==> src/rtl/video_timing_gen.sv <==
// Raster timing generator: divided pixel clock-enable, h/v counters, syncs, blanks and frame pulse.
// Define VIDEO_TIMING_GEN_TESTPAT_EN to drive 8 vertical colour bars on R/G/B; otherwise they are tied to 0.
module video_timing_gen #(
   parameter int H_ACTIVE    = 320,
   parameter int H_FP        = 16,
   parameter int H_SYNC      = 32,
   parameter int H_BP        = 40,
   parameter int V_ACTIVE    = 240,
   parameter int V_FP        = 3,
   parameter int V_SYNC      = 3,
   parameter int V_BP        = 16,
   parameter int COLOR_DEPTH = 6
) (
   input  logic                   clk_sys,
   input  logic                   reset_n,
   input  logic [2:0]             ce_divider,
   output logic                   ce_pix,
   output logic [9:0]             hcount,
   output logic [9:0]             vcount,
   output logic                   HSync,
   output logic                   VSync,
   output logic                   HBlank,
   output logic                   VBlank,
   output logic                   DE,
   output logic                   frame_start,
   output logic [COLOR_DEPTH-1:0] R,
   output logic [COLOR_DEPTH-1:0] G,
   output logic [COLOR_DEPTH-1:0] B
);

   localparam int H_TOTAL = H_ACTIVE + H_FP + H_SYNC + H_BP;
   localparam int V_TOTAL = V_ACTIVE + V_FP + V_SYNC + V_BP;

   localparam logic [9:0]  H_LAST   = 10'(H_TOTAL - 1);
   localparam logic [9:0]  V_LAST   = 10'(V_TOTAL - 1);
   localparam logic [10:0] H_ACT    = 11'(H_ACTIVE);
   localparam logic [10:0] HS_BEGIN = 11'(H_ACTIVE + H_FP);
   localparam logic [10:0] HS_END   = 11'(H_ACTIVE + H_FP + H_SYNC);
   localparam logic [10:0] V_ACT    = 11'(V_ACTIVE);
   localparam logic [10:0] VS_BEGIN = 11'(V_ACTIVE + V_FP);
   localparam logic [10:0] VS_END   = 11'(V_ACTIVE + V_FP + V_SYNC);

   logic [2:0] div_cnt;
   logic [3:0] n_sel;
   logic [3:0] n_req;
   logic       started;
   logic       div_wrap;
   logic       line_end;

   logic [9:0] h_next;
   logic [9:0] v_next;
   logic       h_blank_next;
   logic       v_blank_next;
   logic       h_sync_next;
   logic       v_sync_next;

   assign n_req    = (ce_divider == 3'd0) ? 4'd4 : ({1'b0, ce_divider} + 4'd1);
   assign div_wrap = ({1'b0, div_cnt} == (n_sel - 4'd1));
   assign line_end = ce_pix && (hcount == H_LAST);

   // The divide ratio only changes while div_cnt is 0, so the counter never overshoots a smaller N.
   always_ff @(posedge clk_sys or negedge reset_n) begin
      if (!reset_n) begin
         div_cnt <= 3'd0;
         n_sel   <= 4'd4;
         started <= 1'b0;
         ce_pix  <= 1'b0;
      end else begin
         started <= 1'b1;
         if (!started || line_end) begin
            n_sel <= n_req;
         end
         if (div_wrap) begin
            div_cnt <= 3'd0;
            ce_pix  <= 1'b1;
         end else begin
            div_cnt <= div_cnt + 3'd1;
            ce_pix  <= 1'b0;
         end
      end
   end

   // Decode from the next counter values so the registered flags line up with the counters.
   always_comb begin
      h_next = hcount;
      v_next = vcount;
      if (ce_pix) begin
         if (hcount == H_LAST) begin
            h_next = 10'd0;
            v_next = (vcount == V_LAST) ? 10'd0 : (vcount + 10'd1);
         end else begin
            h_next = hcount + 10'd1;
         end
      end
      h_blank_next = ({1'b0, h_next} >= H_ACT);
      v_blank_next = ({1'b0, v_next} >= V_ACT);
      h_sync_next  = !(({1'b0, h_next} >= HS_BEGIN) && ({1'b0, h_next} < HS_END));
      v_sync_next  = !(({1'b0, v_next} >= VS_BEGIN) && ({1'b0, v_next} < VS_END));
   end

   always_ff @(posedge clk_sys or negedge reset_n) begin
      if (!reset_n) begin
         hcount      <= 10'd0;
         vcount      <= 10'd0;
         HSync       <= 1'b1;
         VSync       <= 1'b1;
         HBlank      <= 1'b0;
         VBlank      <= 1'b0;
         DE          <= 1'b1;
         frame_start <= 1'b0;
      end else if (ce_pix) begin
         hcount      <= h_next;
         vcount      <= v_next;
         HSync       <= h_sync_next;
         VSync       <= v_sync_next;
         HBlank      <= h_blank_next;
         VBlank      <= v_blank_next;
         DE          <= !(h_blank_next || v_blank_next);
         frame_start <= (h_next == 10'd0) && (v_next == 10'd0);
      end else begin
         frame_start <= 1'b0;
      end
   end

`ifdef VIDEO_TIMING_GEN_TESTPAT_EN
   localparam int BAR_W = (H_ACTIVE >= 8) ? (H_ACTIVE / 8) : 1;

   logic [9:0] bar_idx;
   logic [2:0] bar_rgb;

   // Bar indices past 7 (H_ACTIVE not a multiple of 8) fall into the black default.
   always_comb begin
      bar_idx = h_next / 10'(BAR_W);
      bar_rgb = 3'b000;
      if (!h_blank_next && !v_blank_next) begin
         case (bar_idx)
            10'd0:   bar_rgb = 3'b111;
            10'd1:   bar_rgb = 3'b110;
            10'd2:   bar_rgb = 3'b011;
            10'd3:   bar_rgb = 3'b010;
            10'd4:   bar_rgb = 3'b101;
            10'd5:   bar_rgb = 3'b100;
            10'd6:   bar_rgb = 3'b001;
            default: bar_rgb = 3'b000;
         endcase
      end
   end

   always_ff @(posedge clk_sys or negedge reset_n) begin
      if (!reset_n) begin
         R <= '0;
         G <= '0;
         B <= '0;
      end else if (ce_pix) begin
         R <= {COLOR_DEPTH{bar_rgb[2]}};
         G <= {COLOR_DEPTH{bar_rgb[1]}};
         B <= {COLOR_DEPTH{bar_rgb[0]}};
      end
   end
`else
   assign R = '0;
   assign G = '0;
   assign B = '0;
`endif

endmodule

==> config.mk <==
export PLATFORM = sky130hd
export DESIGN_NAME = video_timing_gen
export DESIGN_NICKNAME = d
export VERILOG_FILES = /design/src/rtl/video_timing_gen.sv
export SDC_FILE = /design/constraint.sdc
export NUM_CORES = 1
export LEC_CHECK = 0
export ABC_AREA = 1
export CAP_MARGIN = 10
export CELL_PAD_IN_SITES_DETAIL_PLACEMENT = 0
export CELL_PAD_IN_SITES_GLOBAL_PLACEMENT = 1
export CORE_ASPECT_RATIO = 0.75
export CORE_UTILIZATION = 40
export DETAILED_ROUTE_END_ITERATION = 6
export PLACE_DENSITY = 0.94
export SYNTH_ARGS = -nofsm -noshare
export SYNTH_HDL_FRONTEND = slang
export SYNTH_SLANG_ARGS = --single-unit
==> constraint.sdc <==
create_clock -name clk_sys -period 3 [get_ports clk_sys]
set_input_delay 0.45 -clock clk_sys [delete_from_list [all_inputs] [get_ports clk_sys]]
set_output_delay 0.45 -clock clk_sys [all_outputs]
set_load 0.01 [all_outputs]
==> results.toml <==
[status]
outcome = "finished clean"

[grt]
grt_pass1_wl_um = 8440
antenna_found_initial = 0
grt_util_all_layers_pct = 17.8
gr-max-usage-layer = "met2"
grt_max_degree = 36
met2_usage_pct = 26.2
grt_pass1_vias = 1848
grt.overflow.total = 0
met1_usage_pct = 24.8
use_met3_pct = 5.33

[pwr]
pwr_density_cell_mw_per_mm2 = 601
power_frac_seq_pct = 40.5
leakagePower_nw = 1.41
internal_power_w = 0.00106
p_comb_share_pct = 32.5
total_power_w = 0.00167
power_switching_w = 0.000602
clock_power_share_pct = 27.0
ir_drop_mv = 0.401
switching_share_pct = 36.1

[drt]
drt-total-wl_um = 5050
first_pass_iters = 4
wl_per_cell_um = 11.8
drt_iter0_markers = 170
num_vias = 1979
ant_nets = 0
drc = 0
viasPerCell = 4.63

[floorplanning]
core_area_mm2 = 0.00550
die-height_um = 68.3
die-area_mm2 = 0.00618
start_util_pct = 42.7
pin_count = 50
die-width_um = 90.5
placement_rows = 23

[yosys]
synth-seq-area-share_pct = 37.5
synth_top_area_share_pct = 33.0
synth.largest_area_cell = "dfrtp_1"
syn_inst = 316
syn_area_mm2 = 0.00235
avgSynthCellArea_um2 = 7.43
synth.distinct_cells = 36
ys_warn_count = 0
synth-seq-cells = 35
synth_edf_count = 0
synth_top_flop_cell = "dfrtp_1"
yosys-top-cells-area = "dfrtp_1, nand2_1, inv_1, nor2_1, nand3_1"
synthArstFlopShare_pct = 100

[timing]
period_minus_slack_ns = 2.23
hold_viol_final = 0
fin_tns_setup_ns = 0
fmax_mhz = 449
timing.final.crit_share_pct = 74.2
skew_ns = 0.00323
setup_violations = 0
finalMaxSlewViolations = 0
fin_ws_ns = 0.773
rsz0062_at_grt = "no"

[placement]
dp_hpwl_um = 3860
dp_slack_ns = 0.890
gp_congestion = 0.828
port-buffer-count = 31
dpl_cell_area_mm2 = 0.00265

[finish]
fillers = 520
layout_commonest_cell = "nand2_1"
final_area_mm2 = 0.00277
final_util_pct = 50.4
layout_common_cells = "nand2_1, inv_1, nor2_1, dfrtp_1, clkdlybuf4s50_1"
diodes = 0
drive_gt1_share_pct = 10.5
multi_input_area_mm2 = 0.00114
syn_to_final_growth_pct = 18.0
seq_area_um2 = 881
nets = 363

[hold_path]
min_to = "DE"
holdCritPathClass = "register to register"
hold_depth = 2
min_from = "DE"

[clock_tree]
cts_sinks = 35
htree_levels = 2
clock-root-buffer = "clkbuf_8"
clock_path_buffers = 2
cts_tree = "done"
cts_buffers = 5
cts_resized = 0
clk_latency_ns = 0.29
post_cts_buffers = 0
clk_pin_slew_ns = 0.08
hold_buffers = 0

[worst_setup_path]
reg2regPathDepth = 12
crit_buf_inv = 2
rr_endpoint = "VSync"
crit_arrival_ns = 1.78
end_kind = "output pin"
slowest_stage = "dfrtp_1"
cp.required_ns = 2.55
cp_max_fo = 14
path_class = "register to output pin"
max_stage_delay_ns = 0.65
reg2reg_setup_slack_ns = 0.85
crit_family = "buffers and inverters"
r2r_start = "hcount[1]"
crit_chain = "buf_4 > clkdlybuf4s50_1"
setup.worst_path.start_class = "register"

[job]
cap_violations = 0
## power groups by stage
stage / Sequential, W / Clock, W / Combinational (W)
after detailed placement: 0.000683 / 0 / 0.000542
after global routing: 0.000693 / 0.000476 / 0.000603
after floorplan: 0.000681 / 0 / 0.000351
after CTS: 0.000676 / 0.000454 / 0.000545
after global placement: 0.000683 / 0 / 0.000535
final: 0.000675 / 0.000449 / 0.000542
## how the worst max path moves through the flow
| stage | startpoint | end | slack (ns) | cells past startpoint |
|---|---|---|---|---|
| after global routing | hcount[0] | VSync | 0.62 | 14 |
| final | ce_pix | ce_pix | 0.77 | 2 |
| after floorplan | hcount[0] | VSync | 1.24 | 13 |
| after CTS | ce_pix | ce_pix | 0.76 | 2 |
| after global placement | hcount[0] | VSync | 0.96 | 12 |
| after detailed placement | hcount[0] | VSync | 0.89 | 12 |
## sequential cells by signal (all words and copies together) (netlist names)
| name | cells |
|---|---|
| DE | 1 |
| HBlank | 1 |
| HSync | 1 |
| VBlank | 1 |
| VSync | 1 |
| ce_pix | 1 |
| div_cnt | 3 |
| frame_start | 1 |
| hcount | 10 |
| n_sel | 4 |
| started | 1 |
| vcount | 10 |
## worst min-delay path: cells and delay by family (launching register included)
family | cells | cell delay [ns]
flops | 1 | 0.38
simple gates | 2 | 0.11
## kinds of logic after synthesis
logic type                 Yosys count  share of synthesized area (%)
AOI/OAI and AO/OA                   23                           6.56
adders and majority gates            7                           3.73
other                                2                          0.320
and+or+nand+nor                    164                           32.8
buffers and inverters               78                           16.5
xor gates and xnor gates             7                           2.61
DFF                                 35                           37.5
## final cells by class
cell class | instances | area share, %
clock buffers | 5 | 2.48
clock inverters | 3 | 1.72
inverters | 56 | 7.59
multi-input cells | 220 | 41.3
flip-flops and latches | 35 | 31.8
well taps | 75 | 3.39
repair buffers | 33 | 11.7
## stage by stage
step	hold WS, ns	cells
global placement	0.465	419
global route	0.498	427
floorplan	0.154	333
finish	0.483	427
detailed placement	0.473	419
CTS	0.484	427
## Yosys cell counts, types with 3 or more instances
| cell | instances |
|---|---|
| buf_4 | 18 |
| dfrtp_1 | 31 |
| dfstp_2 | 4 |
| ha_1 | 7 |
| inv_1 | 53 |
| inv_2 | 3 |
| nand2_1 | 64 |
| nand2_2 | 3 |
| nand3_1 | 30 |
| nand3_2 | 3 |
| nand3b_1 | 3 |
| nand4_1 | 6 |
| nor2_1 | 41 |
| nor2_2 | 4 |
| nor3_1 | 3 |
| o21ai_0 | 13 |
| xor2_1 | 5 |
## per-layer routing
| metal | part of all wire, % | routed length (um) | vias to the layer above |
|---|---|---|---|
| met3 | 6.0 | 301 | 4 |
| met1 | 53 | 2660 | 898 |
| met5 | 0 | 0 | - |
| met2 | 41 | 2070 | 54 |
| li1 | - | - | 1023 |
| met4 | 0.44 | 22 | 0 |
(Power assumes the default switching activity.)
